$ cat src/rtl/tmon_master_if.sv
// ---------------------------------------------------------------------------
// tmon_master_if : host command/response and tmon bus signals for tmon_master
// Revision 1.0
// ---------------------------------------------------------------------------
`default_nettype none

interface tmon_master_if #(
  parameter int DW = 8
);
  logic          req_valid;
  logic          req_ready;
  logic [3:0]    req_op;
  logic [DW-1:0] req_opnd;

  logic          rsp_valid;
  logic          rsp_ready;
  logic [DW-1:0] rsp_data;
  logic          rsp_err;

  logic [3:0]    bus_op;
  logic [DW-1:0] bus_opnd;
  logic          bus_ready;
  logic          bus_valid;
  logic [DW-1:0] bus_data;
  logic [1:0]    bus_status;

  logic [1:0]    alarm;
  logic          alarm_chg;

  modport master (
    input  req_valid, req_op, req_opnd, rsp_ready,
           bus_ready, bus_valid, bus_data, bus_status,
    output req_ready, rsp_valid, rsp_data, rsp_err,
           bus_op, bus_opnd, alarm, alarm_chg
  );

  modport slave (
    output req_valid, req_op, req_opnd, rsp_ready,
           bus_ready, bus_valid, bus_data, bus_status,
    input  req_ready, rsp_valid, rsp_data, rsp_err,
           bus_op, bus_opnd, alarm, alarm_chg
  );
endinterface

`default_nettype wire

$ cat src/rtl/tmon_master.sv
// ---------------------------------------------------------------------------
// tmon_master : host-command to tmon-bus sequencer with timeout and alarm mirror
// Revision 1.0
// ---------------------------------------------------------------------------
`default_nettype none

module tmon_master #(
  parameter int DW      = 8,
  parameter int TIMEOUT = 16
) (
  input  logic            clk,
  input  logic            reset,
  tmon_master_if.master   tm
);

  localparam logic [2:0] S_IDLE      = 3'd0;
  localparam logic [2:0] S_WAIT_RDY  = 3'd1;
  localparam logic [2:0] S_ISSUE     = 3'd2;
  localparam logic [2:0] S_WAIT_DATA = 3'd3;
  localparam logic [2:0] S_RESP      = 3'd4;

  localparam logic [3:0] OP_NOOP = 4'b1000;
  localparam logic [7:0] CNT_LAST = 8'(TIMEOUT - 1);

  logic [2:0]    state_q, state_d;
  logic [3:0]    op_q, op_d;
  logic [DW-1:0] opnd_q, opnd_d;
  logic [7:0]    cnt_q, cnt_d;
  logic [DW-1:0] rsp_data_q, rsp_data_d;
  logic          rsp_err_q, rsp_err_d;
  logic [3:0]    bus_op_q, bus_op_d;
  logic [DW-1:0] bus_opnd_q, bus_opnd_d;
  logic [1:0]    alarm_q, alarm_d;
  logic [1:0]    alarm_prev_q, alarm_prev_d;
  logic          alarm_chg_q, alarm_chg_d;

  always_ff @(posedge clk) begin
    if (!reset) begin
      state_q      <= S_IDLE;
      op_q         <= OP_NOOP;
      opnd_q       <= '0;
      cnt_q        <= '0;
      rsp_data_q   <= '0;
      rsp_err_q    <= 1'b0;
      bus_op_q     <= OP_NOOP;
      bus_opnd_q   <= '0;
      alarm_q      <= 2'd0;
      alarm_prev_q <= 2'd0;
      alarm_chg_q  <= 1'b0;
    end else begin
      state_q      <= state_d;
      op_q         <= op_d;
      opnd_q       <= opnd_d;
      cnt_q        <= cnt_d;
      rsp_data_q   <= rsp_data_d;
      rsp_err_q    <= rsp_err_d;
      bus_op_q     <= bus_op_d;
      bus_opnd_q   <= bus_opnd_d;
      alarm_q      <= alarm_d;
      alarm_prev_q <= alarm_prev_d;
      alarm_chg_q  <= alarm_chg_d;
    end
  end

  // Awaited input is checked before the timeout so it wins a same-cycle tie.
  always_comb begin
    state_d = state_q;
    case (state_q)
      S_IDLE:      if (tm.req_valid) state_d = tm.req_op[3] ? S_RESP : S_WAIT_RDY;
      S_WAIT_RDY:  if (tm.bus_ready) state_d = S_ISSUE;
                   else if (cnt_q == CNT_LAST) state_d = S_RESP;
      S_ISSUE:     state_d = op_q[2] ? S_WAIT_DATA : S_RESP;
      S_WAIT_DATA: if (tm.bus_valid || cnt_q == CNT_LAST) state_d = S_RESP;
      S_RESP:      if (tm.rsp_ready) state_d = S_IDLE;
      default:     state_d = S_IDLE;
    endcase
  end

  always_comb begin
    op_d       = op_q;
    opnd_d     = opnd_q;
    cnt_d      = cnt_q;
    rsp_data_d = rsp_data_q;
    rsp_err_d  = rsp_err_q;

    // bus_op is NOOP everywhere except the single ISSUE cycle.
    bus_op_d   = (state_d == S_ISSUE) ? op_q : OP_NOOP;
    bus_opnd_d = (state_d == S_ISSUE) ? opnd_q : bus_opnd_q;

    alarm_d      = tm.bus_status;
    alarm_prev_d = alarm_q;
    alarm_chg_d  = (alarm_q != alarm_prev_q);

    case (state_q)
      S_IDLE: begin
        if (tm.req_valid) begin
          op_d       = tm.req_op;
          opnd_d     = tm.req_opnd;
          cnt_d      = 8'd0;
          rsp_data_d = '0;
          rsp_err_d  = 1'b0;
        end
      end
      S_WAIT_RDY: begin
        cnt_d = cnt_q + 8'd1;
        if (state_d == S_RESP) begin
          rsp_data_d = '0;
          rsp_err_d  = 1'b1;
        end
      end
      S_ISSUE: begin
        cnt_d      = 8'd0;
        rsp_data_d = '0;
        rsp_err_d  = 1'b0;
      end
      S_WAIT_DATA: begin
        cnt_d = cnt_q + 8'd1;
        if (tm.bus_valid) begin
          rsp_data_d = tm.bus_data;
          rsp_err_d  = 1'b0;
        end else if (state_d == S_RESP) begin
          rsp_data_d = '0;
          rsp_err_d  = 1'b1;
        end
      end
      default: ;
    endcase
  end

  always_comb begin
    tm.req_ready = (state_q == S_IDLE);
    tm.rsp_valid = (state_q == S_RESP);
    tm.rsp_data  = rsp_data_q;
    tm.rsp_err   = rsp_err_q;
    tm.bus_op    = bus_op_q;
    tm.bus_opnd  = bus_opnd_q;
    tm.alarm     = alarm_q;
    tm.alarm_chg = alarm_chg_q;
  end

endmodule

`default_nettype wire

$ cat src/flat_wrapper.sv
// flat-port wrapper written by rule: the top's interface ports become plain ports
module tmon_master_flat 
#(
  parameter int DW      = 8,
  parameter int TIMEOUT = 16
)
  (clk, reset, tm_req_valid, tm_req_op, tm_req_opnd, tm_rsp_ready, tm_bus_ready, tm_bus_valid, tm_bus_data, tm_bus_status, tm_req_ready, tm_rsp_valid, tm_rsp_data, tm_rsp_err, tm_bus_op, tm_bus_opnd, tm_alarm, tm_alarm_chg);
  tmon_master_if #(.DW(DW)) tm_i ();
  input  logic clk;
  input  logic reset;
  input wire logic [$bits(tm_i.req_valid)-1:0] tm_req_valid;
  input wire logic [$bits(tm_i.req_op)-1:0] tm_req_op;
  input wire logic [$bits(tm_i.req_opnd)-1:0] tm_req_opnd;
  input wire logic [$bits(tm_i.rsp_ready)-1:0] tm_rsp_ready;
  input wire logic [$bits(tm_i.bus_ready)-1:0] tm_bus_ready;
  input wire logic [$bits(tm_i.bus_valid)-1:0] tm_bus_valid;
  input wire logic [$bits(tm_i.bus_data)-1:0] tm_bus_data;
  input wire logic [$bits(tm_i.bus_status)-1:0] tm_bus_status;
  output wire logic [$bits(tm_i.req_ready)-1:0] tm_req_ready;
  output wire logic [$bits(tm_i.rsp_valid)-1:0] tm_rsp_valid;
  output wire logic [$bits(tm_i.rsp_data)-1:0] tm_rsp_data;
  output wire logic [$bits(tm_i.rsp_err)-1:0] tm_rsp_err;
  output wire logic [$bits(tm_i.bus_op)-1:0] tm_bus_op;
  output wire logic [$bits(tm_i.bus_opnd)-1:0] tm_bus_opnd;
  output wire logic [$bits(tm_i.alarm)-1:0] tm_alarm;
  output wire logic [$bits(tm_i.alarm_chg)-1:0] tm_alarm_chg;
  assign tm_i.req_valid = tm_req_valid;
  assign tm_i.req_op = tm_req_op;
  assign tm_i.req_opnd = tm_req_opnd;
  assign tm_i.rsp_ready = tm_rsp_ready;
  assign tm_i.bus_ready = tm_bus_ready;
  assign tm_i.bus_valid = tm_bus_valid;
  assign tm_i.bus_data = tm_bus_data;
  assign tm_i.bus_status = tm_bus_status;
  assign tm_req_ready = tm_i.req_ready;
  assign tm_rsp_valid = tm_i.rsp_valid;
  assign tm_rsp_data = tm_i.rsp_data;
  assign tm_rsp_err = tm_i.rsp_err;
  assign tm_bus_op = tm_i.bus_op;
  assign tm_bus_opnd = tm_i.bus_opnd;
  assign tm_alarm = tm_i.alarm;
  assign tm_alarm_chg = tm_i.alarm_chg;
  tmon_master #(.DW(DW), .TIMEOUT(TIMEOUT)) u_core (.clk(clk), .reset(reset), .tm(tm_i));
endmodule
$ cat config.mk
export PLATFORM = sky130hd
export DESIGN_NAME = tmon_master_flat
export DESIGN_NICKNAME = d
export VERILOG_FILES = /design/src/rtl/tmon_master_if.sv /design/src/rtl/tmon_master.sv /design/src/flat_wrapper.sv
export SDC_FILE = /design/constraint.sdc
export NUM_CORES = 1
export LEC_CHECK = 0
export CAP_MARGIN = 10
export CORE_ASPECT_RATIO = 0.5
export CORE_MARGIN = 3
export CORE_UTILIZATION = 48
export DETAILED_ROUTE_END_ITERATION = 7
export GPL_ROUTABILITY_DRIVEN = 0
export PLACE_DENSITY = 0.78
export SLEW_MARGIN = 40
export SYNTH_ARGS = -nofsm -noshare
export SYNTH_HDL_FRONTEND = slang
export SYNTH_SLANG_ARGS = --single-unit
$ cat constraint.sdc
create_clock -name clk -period 1.8 [get_ports clk]
set_input_delay 0.54 -clock clk [delete_from_list [all_inputs] [get_ports clk]]
set_output_delay 0.54 -clock clk [all_outputs]
set_load 0.005 [all_outputs]
Word-level counts from Yosys, hierarchy flattened. Index checks and enable logic that the tools add are counted.

Reduce and logical (&&, ||, !) cells: 9. Add/sub/neg operators: 1. Mux-type cells: 17. Equality and inequality tests: 9.

Operator list (count): 8-bit one-hot mux with 4 select lines (1); 8-bit 2-to-1 mux (3); 8-bit one-hot mux with 3 select lines (1); 3-bit 2-to-1 mux (7); 3-bit one-hot mux with 5 select lines (1); 3-bit by 2-bit == test with 1-bit output, second input constant (3); 8-bit by 1-bit adder with 8-bit output, second input constant (1); 8-bit by 4-bit == test with 1-bit output, second input constant (1); 2-bit AND reduction (4); 3-bit == test, second input constant (2); 1-bit one-hot mux with 4 select lines (1); 4-bit nonzero test (1); 3-bit by 1-bit == test with 1-bit output, second input constant (1); 3-bit zero test (1); 1-bit 2-to-1 mux (3); 3-bit nonzero test (1); 2-bit inequality test (1); 2-bit inequality test, second input constant (1); 2-bit OR reduction (1); 1-bit logical OR (1).

Bits in registers: 49. Bits of input ports: 28.

Depth between registers and ports, before layout.
Depth in word-level cells: 8. Mapped depth: 7. Depth with buffers taken out: 6.

Least setup slack after synthesis. Ideal clock, no wire load.

Kind: register to register. From: register u_core.cnt_q[4]. To: register u_core.rsp_data_q[6] (netlist: u_core.tm.rsp_data[6]). Path slack: 0.224 ns. Buffers on the path: 0. Clock period less this slack: 1.576 ns. Stages on the path, launching flop included: 6. Data arrival time: 1.444 ns. Library setup time: 0.133 ns. Path through: dfxtp_1 > or4_4 > o21ai_2 > o211ai_2 > o21ai_4 > o32ai_2.

Longest elaborated chain between the ends: 8. Elaborated cells between the ends (all ways): 10. Classes of those cells: 2 x eq/ne; 7 x mux; 1 x reduce/logical.

RTL lines: from (decl) (RTL line tmon_master.sv:28) `logic [7:0] cnt_q, cnt_d;`; from (signal assigned) (RTL line tmon_master.sv:54) `cnt_q <= cnt_d;`; 8-bit by 4-bit == test with 1-bit output * (RTL line tmon_master.sv:71, tmon_master.sv:73); 3-bit 2-to-1 mux / 1-bit logical OR (equally long branches) (RTL line tmon_master.sv:71, tmon_master.sv:73); 3-bit 2-to-1 mux, on equally long branches (RTL line tmon_master.sv:70, tmon_master.sv:73); 3-bit one-hot mux with 5 select lines * (RTL line tmon_master.sv:68) `case (state_q)`; 3-bit == test * (RTL line tmon_master.sv:106, tmon_master.sv:121); 8-bit 2-to-1 mux *; 8-bit 2-to-1 mux; 8-bit one-hot mux with 4 select lines *; to (signal assigned) (RTL line tmon_master.sv:55) `rsp_data_q <= rsp_data_d;`; to (decl) (RTL line tmon_master.sv:29) `logic [DW-1:0] rsp_data_q, rsp_data_d;`.

Mark *: on every way between the ends. The rest lies on a longest branch, timed or not. A chain may end at the register's enable or synchronous reset.

Final worst setup path.
From: register u_core.cnt_q[7]. To: register u_core.rsp_data_q[5] (netlist: u_core.tm.rsp_data[5]).

Same word-level chain as after synthesis.

==> out/results.txt <==
Worst-path clk slew - 90 ps
Crit-path most repeated cell - o21ai_4
Hold Crit Start - u_core.op_q[3]
Compound-gate portion of the synthesized area - 20.1%
Die height - 53.2 um
H-tree lvl count - 2
Critical Path Start Type - register
Crit path DAT - 2010 ps
Die ar. - 0.00534 mm^2
Root buf cell - clkbuf_8
Quantity of I/O buffers inserted on ports - 53
Simple-Gate Fraction of Synth Area - 26.0%
N_diodes - 0
Synth Instances - 238
Die Width - 100 um
Worst Slack Setup Final - -37.3 ps
Critical path startpoint - u_core.cnt_q[7]
# IOs - 54
CP bufs+invs - 0
Final Non-Filler Cells - 359
Post-synthesis sequential area ratio - 45.8%
Ys async rst share - 0%
RSZ-0062 raised after global routing - true
Vias per std cell - 5.36
Initial antenna violation count - 0
CP cell instances - or4_4 > o21ai_4 > o211ai_4 > o21ai_4 > o32ai_2
Final hold slack - 447 ps
Max cap viols - 0
WP data required - 1970 ps
Post-route design area - 0.00299 mm^2
Main combinational cell family by area after synthesis - simple AND/OR/NAND/NOR gates
Failing checks - setup timing
Gr usage total - 20.4%
CTS tree - built
Final Skew - 3.78 ps
Pwr/cell area - 767 mW/mm^2
# Post-CTS Setup Buffers - 0
CTS Buf Count - 5
Skew-Pair Late Insertion Delay - 300 ps
Residual DRC - 0
Vias in the first global route - 1,799
Dpl cell area - 0.00282 mm^2
Yosys cell types - 47
Largest net degree at the start of global routing - 24
RR Startpoint - u_core.cnt_q[7]
Initial drt markers - 132
Max Buffers Root-to-Sink - 2
Number of synthesized flops with an enable pin - 0
Core ar. - 0.00408 mm^2
Syn_area_per_cell - 8.99 um^2
Critical path fanouts, max - 8
Hold Path Class - register to register
Synth area leaders - dfxtp_1 (46%), nand2_1 (8.9%), a21boi_0 (3.5%), a21boi_1 (3.5%), xnor2_1 (2.9%)
Row count - 16
Adder-Cell Fraction of Synth Area - 0.585%
CTS Sinks - 49
Outcome - complete, but fails checks
Tmin final - 1840 ps
Hold Vio Cnt, Final - 0
Fmax - 544 MHz
#FFs+latches synth - 49
Nets - 333
Synth-to-Final Area Change - 39.8%
Tcrit/Tclk final - 102%
Synthesized Nets - 267
Slew @ Worst Pin - 386 ps
Pins Over Slew Limit - 0
Slew headroom - 74.2%
Routed via count - 1,923
Top delay family on crit path - compound AO/OA/AOI/OAI gates
DRT antenna net count - 0
Cell taking the most area after synthesis - dfxtp_1
Total grt overflow - 0
FF+latch area - 985 um^2
Main synth FF type - dfxtp_1
First-pass GRT wire length - 8.42 mm
XOR/XNOR share of the synthesized area - 3.27%
Avg WL per Cell - 14.4 um
CP max stage cell - or4_4
Slowest stage delay, CP - 570 ps
Starting density of the core - 52.4%
Area of the mapped netlist - 0.00214 mm^2
Final wirelength - 5.15 mm
P_leak - 1.11 nW
Layout cells sized above 1 - 16.1%
Most common cell after layout, fill and taps aside - clkdlybuf4s50_1
Synth Warn # - 0
Crit. End Element - register
Worst vdd ir - 0.000466 V
FILL cells - 320
Dpl hpwl - 3.64 mm
DR pass1 iterations - 4
Most frequent cells in the layout - clkdlybuf4s50_1 (51), nand2_1 (49), dfxtp_1 (46)
Dpl cells - 351
Multiplexer share of the synthesized area - 0.468%
Crit Path Category - register to register
Share of the synthesized area in the top cell type - 45.8%
Final setup violation count - 3
Multi-input gate area - 0.00113 mm^2
Post-CTS Hold Fix Bufs - 0
==> report_power, final <==
part	total [mW]	internal [mW]	leakage (nW)	switching, mW
clock network	0.809	0.453	0.0585	0.356
logic	0.344	0.185	0.650	0.160
registers	1.14	1.12	0.400	0.0221
total	2.29	1.76	1.11	0.538
==> per-stage QoR <==
stage	utilization [%]	power [mW]	setup TNS (ps)	setup slack, ps
after floorplan	-	1.33	0	224
after global placement	68.9	1.49	-2810	-243
after detailed placement	68.9	1.50	-3340	-289
after CTS	71.8	2.30	0	6.29
after global routing	73.2	2.39	-665	-105
final	73.2	2.29	-67.4	-37.3
==> synthesized netlist by cell type, types with 7 or more instances <==
cell type,instances
nand2_1,51
dfxtp_1,49
nor2_1,13
a21boi_0,10
a21boi_1,10
clkbuf_1,9
nor2b_1,8
a21oi_1,7
and2_1,7
o21bai_1,7
xnor2_1,7
==> final cells by class <==
class                   count  share of cell area [%]
well taps                  54                    2.26
inverters                   3                   0.377
clock buffers               7                    2.89
flip-flops and latches     49                    32.9
multi-input cells         174                    37.9
repair buffers             71                    22.6
clock inverters             1                    1.00
==> state kept, by name, summed over array words and instances, names as in the netlist <==
| signal | cells |
|---|---|
| u_core.tm.bus_opnd | 8 |
| u_core.tm.rsp_data | 8 |
| u_core.tm.alarm_chg | 1 |
| u_core.alarm_prev_q | 2 |
| u_core.tm.alarm | 2 |
| u_core.tm.rsp_err | 1 |
| u_core.state_q | 3 |
| u_core.op_q | 4 |
| u_core.opnd_q | 8 |
| u_core.tm.bus_op | 4 |
| u_core.cnt_q | 8 |
==> routing by layer <==
metal	track usage, %	share of wire [%]	vias up
met2	32.7	46	58
met4	9.17	2.3	0
met1	26.5	46	904
met5	0	0	-
met3	4.61	5.9	13
li1	-	-	948
==> cell families after synthesis <==
logic type / count (synthesis)
DFF: 49
AOI/OAI and AO/OA: 57
muxes: 1
and+or+nand+nor: 107
adders and majority gates: 1
buffers and inverters: 15
xor gates and xnor gates: 8
==> worst paths after layout <==
kind | endpoint | slack [ps] | cells past startpoint
max | u_core.tm.rsp_data[5] | -40 | 5
min | u_core.tm.bus_op[3] | 450 | 1
max reg2reg | u_core.tm.rsp_data[5] | -40 | 5
min reg2reg | u_core.tm.bus_op[3] | 450 | 1
==> what timing repair did <==
| item | CTS | global route |
|---|---|---|
| hold endpoints to repair | 0 | 0 |
| pin swaps | 1 | 5 |
| resized for setup | 3 | 12 |
| setup endpoints to repair | 2 | 11 |
Note: power is estimated with default switching activity, not from simulation.
